### config.mk
export PLATFORM = sky130hd
export DESIGN_NAME = systolic_matrix_streamer_flat
export DESIGN_NICKNAME = d
export VERILOG_FILES = /design/src/rtl/systolic_matrix_streamer_if.sv /design/src/rtl/systolic_matrix_streamer.sv /design/src/flat_wrapper.sv
export SDC_FILE = /design/constraint.sdc
export NUM_CORES = 1
export LEC_CHECK = 0
export BUFFER_PORTS_ARGS = -buffer_cell sky130_fd_sc_hd__buf_4
export CAP_MARGIN = 5
export CORE_MARGIN = 3
export CORE_UTILIZATION = 25
export CTS_CLUSTER_SIZE = 14
export DETAILED_ROUTE_END_ITERATION = 12
export PLACE_DENSITY_LB_ADDON = 0.1
export SLEW_MARGIN = 25
export SYNTH_ARGS = -nofsm -noshare
export SYNTH_HDL_FRONTEND = slang
export SYNTH_SLANG_ARGS = --single-unit
### constraint.sdc
create_clock -name clk -period 6.2 [get_ports clk]
set_clock_uncertainty 0.2 [all_clocks]
set_input_delay 0.93 -clock clk [delete_from_list [all_inputs] [get_ports clk]]
set_output_delay 0.93 -clock clk [all_outputs]
set_load 0.01 [all_outputs]
### src/rtl/systolic_matrix_streamer_if.sv
// Stream and array-side bundle for systolic_matrix_streamer.
// Groups the A/B operand streams, the result stream and the array-facing
// operand/result buses.
//   slave  : the streamer (consumes A/B, drives flats/start, drives result stream)
//   master : the host fabric plus array model on the other side
interface systolic_matrix_streamer_if #(
  parameter int ARRAY_SIZE   = 2,
  parameter int DATA_WIDTH   = 16,
  parameter int WEIGHT_WIDTH = 8
);
  localparam int NELEM = ARRAY_SIZE * ARRAY_SIZE;

  // Operand stream A (row-major, S5.10)
  logic                          s_a_valid;
  logic                          s_a_ready;
  logic [DATA_WIDTH-1:0]         s_a_data;
  // Operand stream B (row-major, S1.6)
  logic                          s_b_valid;
  logic                          s_b_ready;
  logic [WEIGHT_WIDTH-1:0]       s_b_data;
  // Array-facing operand buses and control
  logic [DATA_WIDTH*NELEM-1:0]   matrix_a_flat;
  logic [WEIGHT_WIDTH*NELEM-1:0] matrix_b_flat;
  logic                          start;
  logic                          done;
  logic                          result_valid;
  logic [DATA_WIDTH*NELEM-1:0]   result_flat;
  // Result stream (row-major)
  logic                          m_valid;
  logic                          m_ready;
  logic [DATA_WIDTH-1:0]         m_data;
  logic                          m_last;

  modport slave (
    input  s_a_valid, s_a_data, s_b_valid, s_b_data,
    output s_a_ready, s_b_ready,
    output matrix_a_flat, matrix_b_flat, start,
    input  done, result_valid, result_flat,
    output m_valid, m_data, m_last,
    input  m_ready
  );

  modport master (
    output s_a_valid, s_a_data, s_b_valid, s_b_data,
    input  s_a_ready, s_b_ready,
    input  matrix_a_flat, matrix_b_flat, start,
    output done, result_valid, result_flat,
    input  m_valid, m_data, m_last,
    output m_ready
  );
endinterface

### src/rtl/systolic_matrix_streamer.sv
// Host-side sequencer for a systolic array.
// Collects N*N A elements and N*N B elements from two independent streams,
// packs them into the array operand buses, pulses start, waits (with a
// watchdog) for done, captures the result matrix and streams it out
// row-major with valid/ready.
// Ports:
//   clk, rst     : single clock, synchronous active-high reset
//   bus (slave)  : A/B input streams, array operand/result buses, result stream
//   busy         : high whenever the sequencer is not in LOAD
//   timeout_err  : sticky watchdog flag, cleared only by rst
module systolic_matrix_streamer #(
  parameter int ARRAY_SIZE     = 2,
  parameter int DATA_WIDTH     = 16,
  parameter int WEIGHT_WIDTH   = 8,
  parameter int TIMEOUT_CYCLES = 1024
) (
  input  logic                             clk,
  input  logic                             rst,
  systolic_matrix_streamer_if.slave        bus,
  output logic                             busy,
  output logic                             timeout_err
);

  localparam int NELEM = ARRAY_SIZE * ARRAY_SIZE;
  // Operand counters must be able to hold NELEM itself ("full").
  localparam int CNT_W = $clog2(NELEM + 1);
  // Result index only ever spans 0..NELEM-1.
  localparam int IDX_W = (NELEM > 1) ? $clog2(NELEM) : 1;
  localparam int WD_W  = (TIMEOUT_CYCLES > 1) ? $clog2(TIMEOUT_CYCLES) : 1;

  localparam logic [CNT_W-1:0] NELEM_C  = CNT_W'(NELEM);
  localparam logic [CNT_W-1:0] NELEM_M1 = CNT_W'(NELEM - 1);
  localparam logic [IDX_W-1:0] LAST_IDX = IDX_W'(NELEM - 1);
  localparam logic [WD_W-1:0]  WD_LAST  = WD_W'(TIMEOUT_CYCLES - 1);

  typedef enum logic [1:0] {
    ST_LOAD  = 2'd0,
    ST_START = 2'd1,
    ST_WAIT  = 2'd2,
    ST_DRAIN = 2'd3
  } state_t;

  state_t                  state_r;
  logic [CNT_W-1:0]        a_cnt_r;
  logic [CNT_W-1:0]        b_cnt_r;
  logic [IDX_W-1:0]        r_cnt_r;
  logic [WD_W-1:0]         wd_r;
  logic                    timeout_err_r;
  logic [DATA_WIDTH-1:0]   a_mem_r   [NELEM];
  logic [WEIGHT_WIDTH-1:0] b_mem_r   [NELEM];
  logic [DATA_WIDTH-1:0]   res_mem_r [NELEM];

  logic a_hs_s;
  logic b_hs_s;
  logic a_full_next_s;
  logic b_full_next_s;

  // Ready/valid decode is purely from registered state so there is no
  // combinational path from s_*_valid or m_ready to any output.
  assign bus.s_a_ready = (state_r == ST_LOAD) && (a_cnt_r < NELEM_C);
  assign bus.s_b_ready = (state_r == ST_LOAD) && (b_cnt_r < NELEM_C);
  assign bus.start     = (state_r == ST_START);
  assign bus.m_valid   = (state_r == ST_DRAIN);
  assign bus.m_last    = (state_r == ST_DRAIN) && (r_cnt_r == LAST_IDX);
  assign bus.m_data    = res_mem_r[r_cnt_r];
  assign busy          = (state_r != ST_LOAD);
  assign timeout_err   = timeout_err_r;

  assign a_hs_s = bus.s_a_valid & bus.s_a_ready;
  assign b_hs_s = bus.s_b_valid & bus.s_b_ready;

  // Look ahead one handshake so START follows the last operand immediately.
  assign a_full_next_s = (a_cnt_r == NELEM_C) || ((a_cnt_r == NELEM_M1) && a_hs_s);
  assign b_full_next_s = (b_cnt_r == NELEM_C) || ((b_cnt_r == NELEM_M1) && b_hs_s);

  // Element k of each operand memory occupies slice k of its flat bus.
  for (genvar gk = 0; gk < NELEM; gk++) begin : g_flat
    assign bus.matrix_a_flat[gk*DATA_WIDTH +: DATA_WIDTH]     = a_mem_r[gk];
    assign bus.matrix_b_flat[gk*WEIGHT_WIDTH +: WEIGHT_WIDTH] = b_mem_r[gk];
  end

  // Sequencer FSM with operand fill, watchdog, result capture and drain.
  always_ff @(posedge clk) begin
    if (rst) begin
      state_r       <= ST_LOAD;
      a_cnt_r       <= '0;
      b_cnt_r       <= '0;
      r_cnt_r       <= '0;
      wd_r          <= '0;
      timeout_err_r <= 1'b0;
      for (int k = 0; k < NELEM; k++) begin
        a_mem_r[k]   <= '0;
        b_mem_r[k]   <= '0;
        res_mem_r[k] <= '0;
      end
    end else begin
      case (state_r)
        ST_LOAD: begin
          if (a_hs_s) begin
            for (int k = 0; k < NELEM; k++) begin
              if (a_cnt_r == CNT_W'(k)) begin
                a_mem_r[k] <= bus.s_a_data;
              end
            end
            a_cnt_r <= a_cnt_r + CNT_W'(1);
          end
          if (b_hs_s) begin
            for (int k = 0; k < NELEM; k++) begin
              if (b_cnt_r == CNT_W'(k)) begin
                b_mem_r[k] <= bus.s_b_data;
              end
            end
            b_cnt_r <= b_cnt_r + CNT_W'(1);
          end
          if (a_full_next_s && b_full_next_s) begin
            state_r <= ST_START;
          end
        end
        ST_START: begin
          // done is deliberately ignored here; the array cannot have finished yet.
          wd_r    <= '0;
          state_r <= ST_WAIT;
        end
        ST_WAIT: begin
          // done takes priority over a watchdog expiry in the same cycle.
          if (bus.done) begin
            for (int k = 0; k < NELEM; k++) begin
              res_mem_r[k] <= bus.result_flat[k*DATA_WIDTH +: DATA_WIDTH];
            end
            r_cnt_r <= '0;
            state_r <= ST_DRAIN;
          end else if (wd_r == WD_LAST) begin
            timeout_err_r <= 1'b1;
            a_cnt_r       <= '0;
            b_cnt_r       <= '0;
            r_cnt_r       <= '0;
            state_r       <= ST_LOAD;
          end else begin
            wd_r <= wd_r + WD_W'(1);
          end
        end
        ST_DRAIN: begin
          // m_valid is constantly high in DRAIN, so m_ready alone marks a handshake.
          if (bus.m_ready) begin
            if (r_cnt_r == LAST_IDX) begin
              a_cnt_r <= '0;
              b_cnt_r <= '0;
              r_cnt_r <= '0;
              state_r <= ST_LOAD;
            end else begin
              r_cnt_r <= r_cnt_r + IDX_W'(1);
            end
          end
        end
        default: begin
          state_r <= ST_LOAD;
        end
      endcase
    end
  end

endmodule

### src/flat_wrapper.sv
// flat-port wrapper written by rule: the top's interface ports become plain ports
module systolic_matrix_streamer_flat 
#(
  parameter int ARRAY_SIZE     = 2,
  parameter int DATA_WIDTH     = 16,
  parameter int WEIGHT_WIDTH   = 8,
  parameter int TIMEOUT_CYCLES = 1024
)
  (clk, rst, busy, timeout_err, bus_s_a_valid, bus_s_a_data, bus_s_b_valid, bus_s_b_data, bus_s_a_ready, bus_s_b_ready, bus_matrix_a_flat, bus_matrix_b_flat, bus_start, bus_done, bus_result_valid, bus_result_flat, bus_m_valid, bus_m_data, bus_m_last, bus_m_ready);
  systolic_matrix_streamer_if #(.ARRAY_SIZE(ARRAY_SIZE), .DATA_WIDTH(DATA_WIDTH), .WEIGHT_WIDTH(WEIGHT_WIDTH)) bus_i ();
  input  logic clk;
  input  logic rst;
  output logic busy;
  output logic timeout_err;
  input wire logic [$bits(bus_i.s_a_valid)-1:0] bus_s_a_valid;
  input wire logic [$bits(bus_i.s_a_data)-1:0] bus_s_a_data;
  input wire logic [$bits(bus_i.s_b_valid)-1:0] bus_s_b_valid;
  input wire logic [$bits(bus_i.s_b_data)-1:0] bus_s_b_data;
  output wire logic [$bits(bus_i.s_a_ready)-1:0] bus_s_a_ready;
  output wire logic [$bits(bus_i.s_b_ready)-1:0] bus_s_b_ready;
  output wire logic [$bits(bus_i.matrix_a_flat)-1:0] bus_matrix_a_flat;
  output wire logic [$bits(bus_i.matrix_b_flat)-1:0] bus_matrix_b_flat;
  output wire logic [$bits(bus_i.start)-1:0] bus_start;
  input wire logic [$bits(bus_i.done)-1:0] bus_done;
  input wire logic [$bits(bus_i.result_valid)-1:0] bus_result_valid;
  input wire logic [$bits(bus_i.result_flat)-1:0] bus_result_flat;
  output wire logic [$bits(bus_i.m_valid)-1:0] bus_m_valid;
  output wire logic [$bits(bus_i.m_data)-1:0] bus_m_data;
  output wire logic [$bits(bus_i.m_last)-1:0] bus_m_last;
  input wire logic [$bits(bus_i.m_ready)-1:0] bus_m_ready;
  assign bus_i.s_a_valid = bus_s_a_valid;
  assign bus_i.s_a_data = bus_s_a_data;
  assign bus_i.s_b_valid = bus_s_b_valid;
  assign bus_i.s_b_data = bus_s_b_data;
  assign bus_s_a_ready = bus_i.s_a_ready;
  assign bus_s_b_ready = bus_i.s_b_ready;
  assign bus_matrix_a_flat = bus_i.matrix_a_flat;
  assign bus_matrix_b_flat = bus_i.matrix_b_flat;
  assign bus_start = bus_i.start;
  assign bus_i.done = bus_done;
  assign bus_i.result_valid = bus_result_valid;
  assign bus_i.result_flat = bus_result_flat;
  assign bus_m_valid = bus_i.m_valid;
  assign bus_m_data = bus_i.m_data;
  assign bus_m_last = bus_i.m_last;
  assign bus_i.m_ready = bus_m_ready;
  systolic_matrix_streamer #(.ARRAY_SIZE(ARRAY_SIZE), .DATA_WIDTH(DATA_WIDTH), .WEIGHT_WIDTH(WEIGHT_WIDTH), .TIMEOUT_CYCLES(TIMEOUT_CYCLES)) u_core (.clk(clk), .rst(rst), .bus(bus_i), .busy(busy), .timeout_err(timeout_err));
endmodule
* Word-level counts from Yosys, hierarchy flattened *
Memories as Yosys holds them, arrays and structs flattened. A register that Yosys moved wholly into a read port is not among the register bits.
Index checks and enable logic that the tools add are counted.

word-level totals
  bits in registers = 21
  latch bits = 0
  RAM bits = 160
  memory bits (read-only) = 0
  input port bits = 95
  output and inout port bits = 119
  logic and storage cells = 154
  memories kept = 3

operators by class
  add/sub/neg operators = 4
  multiply operators = 0
  div/mod/pow operators = 0
  magnitude comparators = 2
  equality and inequality tests = 22
  shift operators = 0
  multiplexer cells = 81
  bitwise logic cells = 15
  reductions and logical operators = 21

memory list
  name              depth  width  rd ports  clocked after Yosys merged registers in  wr ports  RTL line                        text
  u_core.a_mem_r    4      16     4         0                                        4         systolic_matrix_streamer.sv:49  logic [DATA_WIDTH-1:0] a_mem_r [NELEM];
  u_core.res_mem_r  4      16     1         1                                        4         systolic_matrix_streamer.sv:51  logic [DATA_WIDTH-1:0] res_mem_r [NELEM];
  u_core.b_mem_r    4      8      4         0                                        4         systolic_matrix_streamer.sv:50  logic [WEIGHT_WIDTH-1:0] b_mem_r [NELEM];

operator list
  cell                     number
  $mux W16                 8
  $mux W1                  46
  $mux W8                  4
  $mux W10                 2
  $mux W2                  10
  $pmux W10 S2             1
  $mux W3                  6
  $pmux W3 S3              2
  $eq A3 B2 Y1 const B     4
  $or A1 B1 Y1             12
  $reduce_and A6 Y1        2
  $add A10 B1 Y10 const B  1
  $eq A10 B10 Y1 const B   1
  $ne A2 B1 Y1 const B     5
  $reduce_and A3 Y1        3
  $pmux W2 S4              1
  $add A3 B1 Y3 const B    2
  $eq A2 B2 Y1 const B     3
  $eq A3 B1 Y1 const B     2
  $eq A3 B3 Y1 const B     2
  $logic_and A1 B1 Y1      6
  $logic_not A3 Y1         2
  $lt A3 B3 Y1 const B     2
  $ne A2 B2 Y1 const B     3
  other kinds (11)         15

* Logic depth before layout (Yosys ltp) *
Gate-level depths: netlist (run 1).

  depth in word-level cells = 8
  depth in mapped cells = 6

* Worst setup path before layout (run 1) *
OpenSTA, ideal clock, no wires.

  kind = input -> register
  start point = input rst
  end point = memory u_core.res_mem_r[0][0], enable pin
  data arrival time = 2414 ps
  required time = 5312 ps
  path slack = 2898 ps
  stages on the path = 3
  buffers on the path = 1
  path through = inv_1 > clkbuf_1 > nand2_1

RTL lines
  item         RTL line                        text
  from (decl)  flat_wrapper.sv:12              input logic rst;
  to (decl)    systolic_matrix_streamer.sv:51

==> impl_results.md, run 1 <==
* Quantity of gates resized following cts at 0
* Remaining routing DRC violations at 0
* Top cells by area in the synthesized netlist: sky130_fd_sc_hd__edfxtp_1 62%, sky130_fd_sc_hd__and3_1 8.0%, sky130_fd_sc_hd__dfxtp_1 5.9%, sky130_fd_sc_hd__and2_1 5.2%, sky130_fd_sc_hd__mux4_2 4.6%
* Count of buffers added by post-CTS timing repair for setup at 0
* First-pass GRT wire length at 31170 um
* Clock latency on the worst-skew pair at about 0.42 ns
* Portion of the post-synthesis area used by sequential elements at 67.94%
* Final critical-path share of the clock period at 50.33%
* Ratio of cells with drive above 1 in the final layout at between 30% and 40%
* Number of H-tree levels at 4
* Area growth syn-to-layout at 33.40%
* Highest-count cells in the layout ignoring fill and taps: 216 x sky130_fd_sc_hd__buf_4, 160 x sky130_fd_sc_hd__edfxtp_1, 99 x sky130_fd_sc_hd__and3_1
* Static Leak at 0.004450 uW
* Number of nets in the synthesized netlist at ~660
* CTS Buffer Depth at 2
* Finished layout cell area at around 10000 um2
* Clock slew seen by the registers of the worst setup and hold paths at approximately 0.07 ns
* Overflow after GRT at 0
* Category of the worst setup path launch point: flip-flop
* Fin crit period at between 3 and 4 ns
* Hold-fix buffers, CTS at 0
* Setup violation total in the final timing report at 0
* Final Max Slew Viols at 0
* Largest voltage drop on the vdd net at ~0.00014 V
* Ant. Diodes at 0
* Drt wl/cell at roughly 18 um
* Number of max-cap violations at 0
* Number of ports placed on the die boundary at between 200 and 250
* Die Span X at 182.1 um
* Initial antenna violation count at 0
* DR iter-0 viols at approximately 290
* Overall routed net length at roughly 20000 um
* RSZ-0062 raised after global routing: false
* Final standard cell utilization of the core at about 34%
* Post-layout instance count excluding filler cells at about 1200
* Normalized max-slew margin at around a third
* Pin count of the biggest net entering global routing at 65
* Area of the die at approximately 33000 um2
* Arr. time, crit path at between 1.5 and 2 ns
* Avg Synthesized Cell Area at ~14 um2
* Worst setup EP type: primary output
* Distinct cells, synth at 48
* CP cell instances: mux4_2 -> buf_4
* Number of iterations in the first detailed-routing pass at 4
* Number of register bits inferred by synthesis at approximately 180
* Number of flops mapped to enable cells by yosys at 160
* Cell Rows at 63
* Vias per cell at roughly 4.5
* Post-synthesis instance area at roughly 7700 um2
* Slew of the pin with the lowest slew margin at about 1 ns
* Root Buffer: sky130_fd_sc_hd__clkbuf_16
* Count of buffers from port buffering at 212
* Commonest non-fill, non-tap cell in the layout: sky130_fd_sc_hd__buf_4
* Final number of hold-violating endpoints at 0
* TritonCTS clock tree: done
* Number of buffers created by CTS at 17
* Net count reported at finish at roughly 860
* Slowest library cell on the worst path: sky130_fd_sc_hd__dfxtp_1
* Status: completed
* Syn. warnings at 0
* Worst EP required at about 5.1 ns
* Number of cells in the design after placement at 1125
* Max stage delay on crit path at about 0.96 ns
* TNS Setup at 0 ns
* HPWL after detailed placement at around 14000 um
* Proportion of netlist area held by the largest area contributor at approximately three fifths
* Area inside the core boundary at 30110 um2
* Final Wtd Congestion at approximately 0.75
* Final Total Pwr at between 3000 and 4000 uW
* CTS sink count at between 150 and 200
* Biggest area consumer among synthesized cells: sky130_fd_sc_hd__edfxtp_1
* Main flop type after synthesis: sky130_fd_sc_hd__edfxtp_1
* Residual antenna-violating net count after detailed routing at 0
* Vias after detailed routing at approximately 5200
* Maximum fanout along the worst path at 16
* GRT Total Usage at around 12%
* Post-synthesis cell count at roughly 550
* Area after detailed placement at 9772 um2
* Type of the tightest min-delay check: flip-flop to flip-flop
* Cell Pwr Density at a little under 300 nW/um2
* Starting Density at between 20% and 30%
* Peak Freq at 320.4 MHz
* Type of the worst setup path: flip-flop to primary output
* Die Y at roughly 180 um
* Share of flip-flops with an asynchronous set or reset at 0%
* Via count of the first global-routing pass at approximately 5300
==> through the flow <==
step                      hold slack [ns]  setup slack [ns]
final                              0.2864             3.079
after global routing               0.3158             2.968
after CTS                          0.2889             2.982
after detailed placement           0.2716             3.152
after global placement             0.2768             3.163
after floorplan                    0.2651             2.898
==> routing by layer <==
metal | global-route usage [%] | vias up | part of all wire (%)
li1 | - | 2468 | -
met1 | 15.93 | 2538 | 45
met2 | 20.21 | 143 | 49
met3 | 2.392 | 20 | 4.6
met4 | 3.870 | 0 | 1.5
met5 | 0 | - | 0
==> cells by family after synthesis <==
kind of cell / share of synthesized area (%)
simple gates: 19.36
flops: 67.94
compound gates: 3.859
buf+inv: 2.131
mux: 4.779
fa+ha+maj: 1.937
==> layout make-up <==
class,count,area [um2]
fillers,3014,19770
flip-flops and latches,183,5265
multi-input cells,326,2345
repair buffers,217,1649
well taps,390,488.0
clock buffers,17,425.4
clock inverters,14,132.6
inverters,9,33.78
==> cell usage after synthesis (all sizes together) (5+ instances only) <==
cell    number
a21oi        8
a31oi        6
and2        65
and3        99
buf          5
clkbuf      26
dfxtp       23
edfxtp     160
ha          12
inv          9
mux4        16
nand2       34
nand2b       5
nand3        8
nor2        18
o21ai        7
o31ai        5
==> path summary, 6_finish.rpt <==
kind	start	endpoint	slack, ns	cells after the start
hold reg to reg	u_core.wd_r[1]	u_core.wd_r[1]	0.29	2
setup reg to reg	u_core.state_r[0]	u_core.a_mem_r[1][2]	3.51	5
hold / removal	u_core.wd_r[1]	u_core.wd_r[1]	0.29	2
setup / recovery	flip-flop	bus_m_data[0]	3.08	2
==> critical path: cells and delay by family, from the launching register on <==
family | cells | cell delay (ns)
buffers and inverters | 1 | 0.16
DFF | 1 | 0.96
muxes | 1 | 0.44
==> state kept, by name, summed over array words and instances, names as in the netlist, named ones only <==
name                count
u_core.a_cnt_r          3
u_core.a_mem_r         64
u_core.b_cnt_r          3
u_core.b_mem_r         32
u_core.r_cnt_r          2
u_core.res_mem_r       64
u_core.state_r          2
u_core.timeout_err      1
u_core.wd_r            10
==> power by group <==
| group | switching [uW] | total (uW) | internal (uW) |
|---|---|---|---|
| Clock | 515 | 1050 | 531 |
| Sequential | 47.2 | 1520 | 1470 |
| Combinational | 263 | 463 | 200 |
| Total | 825 | 3030 | 2200 |
Power figures use the tool's default switching activity.
==> inputs of run 2 (changes only) <==
--- a/config.mk
+++ b/config.mk
@@ -5,6 +5,7 @@
 export SDC_FILE = /design/constraint.sdc
 export NUM_CORES = 1
 export LEC_CHECK = 0
+export ABC_AREA = 1
 export BUFFER_PORTS_ARGS = -buffer_cell sky130_fd_sc_hd__buf_4
 export CAP_MARGIN = 5
 export CORE_MARGIN = 3
==> constraint.sdc (replaced) <==
create_clock -name clk -period 3.25 [get_ports clk]
set_clock_uncertainty 0.2 [all_clocks]
set_input_delay 0.4875 -clock clk [delete_from_list [all_inputs] [get_ports clk]]
set_output_delay 0.4875 -clock clk [all_outputs]
set_load 0.01 [all_outputs]
==> run 2 against run 1 <==
  * Sequential power rose by 100%
  * Routed wire length is 2.9% higher
  * Register-to-register slack got worse by 2.4 ns
  * Area after synthesis rose by 1.7%
  * Global-route usage rose by 0.15 points
  * Non-clock buffer count rose by 4
  * Count of clock-buffer cells in the layout unchanged
  * Core utilization fell by 0.19 points
  * Final area rose by 1.8%
  * Via count up 8.2%
  * Critical endpoint is now bus_m_data[11]
==> impl_results.md, run 2 <==
* Largest voltage drop on the vdd net at ~0.00028 V
* End point of the critical path: bus_m_data[11]
* Arr. time, crit path at 1.92 ns
* Proportion of netlist area held by the largest area contributor at roughly 61%
* Setup slack after layout at 0.6399 ns
* Combinational share of power at 23.3%
* FF-to-FF path depth at 8
* Endpoint of the lowest-slack register-to-register path: u_core.wd_r[6]
* Final Max Slew Viols at 0
* Net count reported at finish at between 1000 and 1500
* RSZ-0062 raised after global routing: false
* CTS sink count at approximately 180
* Sequential group share of total power at between 40% and 50%
* Hold-fix buffers, CTS at 0
* HPWL after detailed placement at approximately 15000 um
* Final critical-path share of the clock period at around four fifths
* Met1 WL at approximately 9500 um
* Area inside the core boundary at between 30000 and 40000 um2
* Number of ports placed on the die boundary at roughly 210
* Number of buffers created by CTS at 17
* Most used standard cell by instance count after synthesis: sky130_fd_sc_hd__nor2_1
* Register-to-register setup slack at roughly 1.1 ns
* Root Buffer: sky130_fd_sc_hd__clkbuf_16
* Overall routed net length at between 20000 and 25000 um
* Cell Rows at between 60 and 70
* Area of the die at between 30000 and 40000 um2
* Portion of the post-synthesis area used by sequential elements at between 60 and 70%
* Drt wl/cell at 15.42 um
* Number of nets in the synthesized netlist at 840
* Remaining routing DRC violations at 0
* CP cell instances: buf_4 -> inv_1 -> o21ai_0 -> o22ai_1 -> buf_4
* Peak Freq at about 380 MHz
* Post-synthesis instance area at between 7000 and 8000 um2
* Vias per cell at 4.114
* Top cells by area in the synthesized netlist: sky130_fd_sc_hd__edfxtp_1 61%, sky130_fd_sc_hd__nor2_1 9.5%, sky130_fd_sc_hd__dfxtp_1 5.8%, sky130_fd_sc_hd__inv_1 5.3%, sky130_fd_sc_hd__nand2_1 3.0%
* GRT Total Usage at roughly an eighth
* Number of iterations in the first detailed-routing pass at 4
* Vias after detailed routing at 5595
* Clock latency on the worst-skew pair at 0.43 ns
* Category of the worst setup path launch point: flip-flop
* Source of the worst hold timing path: rst
* Initial antenna violation count at 0
* List of most frequent post-synthesis cells: 200 x sky130_fd_sc_hd__nor2_1, 160 x sky130_fd_sc_hd__edfxtp_1, 112 x sky130_fd_sc_hd__inv_1
* Count of buffers from port buffering at around 210
* Detailed route wirelength on metal2 at just over 10000 um
* Starting Density at 25.58%
* Type of the tightest min-delay check: primary input to flip-flop
* Ant. Diodes at 0
* Via count of the first global-routing pass at between 5000 and 6000
* Post-layout instance count excluding filler cells at 1360
* Final standard cell utilization of the core at roughly a third
* TritonCTS clock tree: done
* Slowest library cell on the worst path: sky130_fd_sc_hd__inv_1
* TNS Setup at 0 ns
* Static Leak at roughly 0.0047 uW
* Pre-CTS setup slack at about 1.0 ns
* Number of max-cap violations at 0
* Main flop type after synthesis: sky130_fd_sc_hd__edfxtp_1
* Quantity of gates resized following cts at 0
* Setup violation total in the final timing report at 0
* Power dissipated by switching net loads at ~2100 uW
* Commonest non-fill, non-tap cell in the layout: sky130_fd_sc_hd__buf_4
* Largest registers: u_core.a_mem_r (64), u_core.res_mem_r (64), u_core.b_mem_r (32)
* Biggest area consumer among synthesized cells: sky130_fd_sc_hd__edfxtp_1
* Residual antenna-violating net count after detailed routing at 0
* Int Pwr at 4608 uW
* Highest-count cells in the layout ignoring fill and taps: 219 x sky130_fd_sc_hd__buf_4, 200 x sky130_fd_sc_hd__nor2_1, 160 x sky130_fd_sc_hd__edfxtp_1
* First-pass GRT wire length at approximately 32000 um
* DR iter-0 viols at roughly 360
* Post-synthesis cell count at approximately 730
* Syn. warnings at 0
* Final number of hold-violating endpoints at 0
* Count of buffers added by post-CTS timing repair for setup at 0
* Routed met3 length at 952 um
* Avg Synthesized Cell Area at approximately 11 um2
* Area growth syn-to-layout at 33.50%
* Switch share at about a third
* Max stage delay on crit path at between 0.4 and 0.5 ns
* Minimum hold slack at between 0.1 and 0.15 ns
* Number of cells in the design after placement at around 1300
* Clock slew seen by the registers of the worst setup and hold paths at 0.08 ns
* Number of H-tree levels at 4
* Number of register bits inferred by synthesis at 183
* Pin count of the biggest net entering global routing at 65
* Die Y at 183.6 um
* Share of total power in the clock network at roughly 30%
* Share of flip-flops with an asynchronous set or reset at 0%
* Die Span X at about 180 um
* Cell Pwr Density at ~640 nW/um2
* Type of the worst setup path: flip-flop to primary output
* Number of flops mapped to enable cells by yosys at 160
* Ratio of cells with drive above 1 in the final layout at 31.43%
* Top sig layer: met4
* Worst setup EP type: primary output
* Normalized max-slew margin at a little over half
* Worst EP required at between 2 and 3 ns
* Final Wtd Congestion at around 0.74
* Cell seen most often among critical-path stages: sky130_fd_sc_hd__buf_4
* Reg2Reg Launch Point: u_core.state_r[1]
* CTS Buffer Depth at 2
* Distinct cells, synth at 31
* Slew of the pin with the lowest slew margin at 0.6821 ns
* Status: completed
* Fin crit period at roughly 2.6 ns
* Overflow after GRT at 0
* Maximum fanout along the worst path at 17
==> run 2: cell families after synthesis <==
group,share of synthesized area (%)
xor+xnor,0.1111
flops,66.77
compound gates,5.491
simple gates,18.30
buf+inv,7.426
fa+ha+maj,1.904
==> run 2: worst min-delay path by stage <==
stage | endpoint | slack, ns | depth (start not counted)
2_1_floorplan | flip-flop | 0.26 | 2
3_3_place_gp | u_core.timeout_err | 0.26 | 2
3_5_place_dp | u_core.timeout_err | 0.27 | 2
4_1_cts | u_core.a_cnt_r[2] | 0.08 | 2
5_1_grt | u_core.a_cnt_r[2] | 0.09 | 2
6_report | u_core.b_cnt_r[1] | 0.10 | 2
==> run 2: power groups by stage <==
stage	registers (uW)	clock network (uW)	logic, uW
6_report	3090	2070	1570
5_1_grt	3130	2240	1740
4_1_cts	3100	2150	1610
3_5_place_dp	3150	0	1610
3_3_place_gp	3150	0	1610
2_1_floorplan	3210	0	819
==> run 2: stage by stage <==
step	power [uW]	instance area (um2)
finish	6735	10530
global placement	4759	9945
CTS	6863	10530
floorplan	4029	7885
global route	7112	10530
detailed placement	4760	9945
==> run 2: cell type report <==
cell class,instances,area (um2)
Sequential cell,183,5265
Tap cell,396,495.5
Clock buffer,17,425.4
Inverter,120,462.9
Clock inverter,15,156.4
Timing Repair Buffer,221,1684
Fill cell,3186,20300
Multi-Input combinational cell,408,2037
==> run 2: critical path: cells and delay by family, from the launching register on <==
kind | cells | cell delay, ns
flip-flops | 1 | 0.30
buffers and inverters | 3 | 0.77
AO/OA/AOI/OAI | 2 | 0.41
==> run 2: routing by layer <==
metal	global-route usage [%]	up-vias
li1	-	2813
met1	16.05	2650
met2	20.79	122
met3	2.750	10
met4	2.925	0
met5	0	-
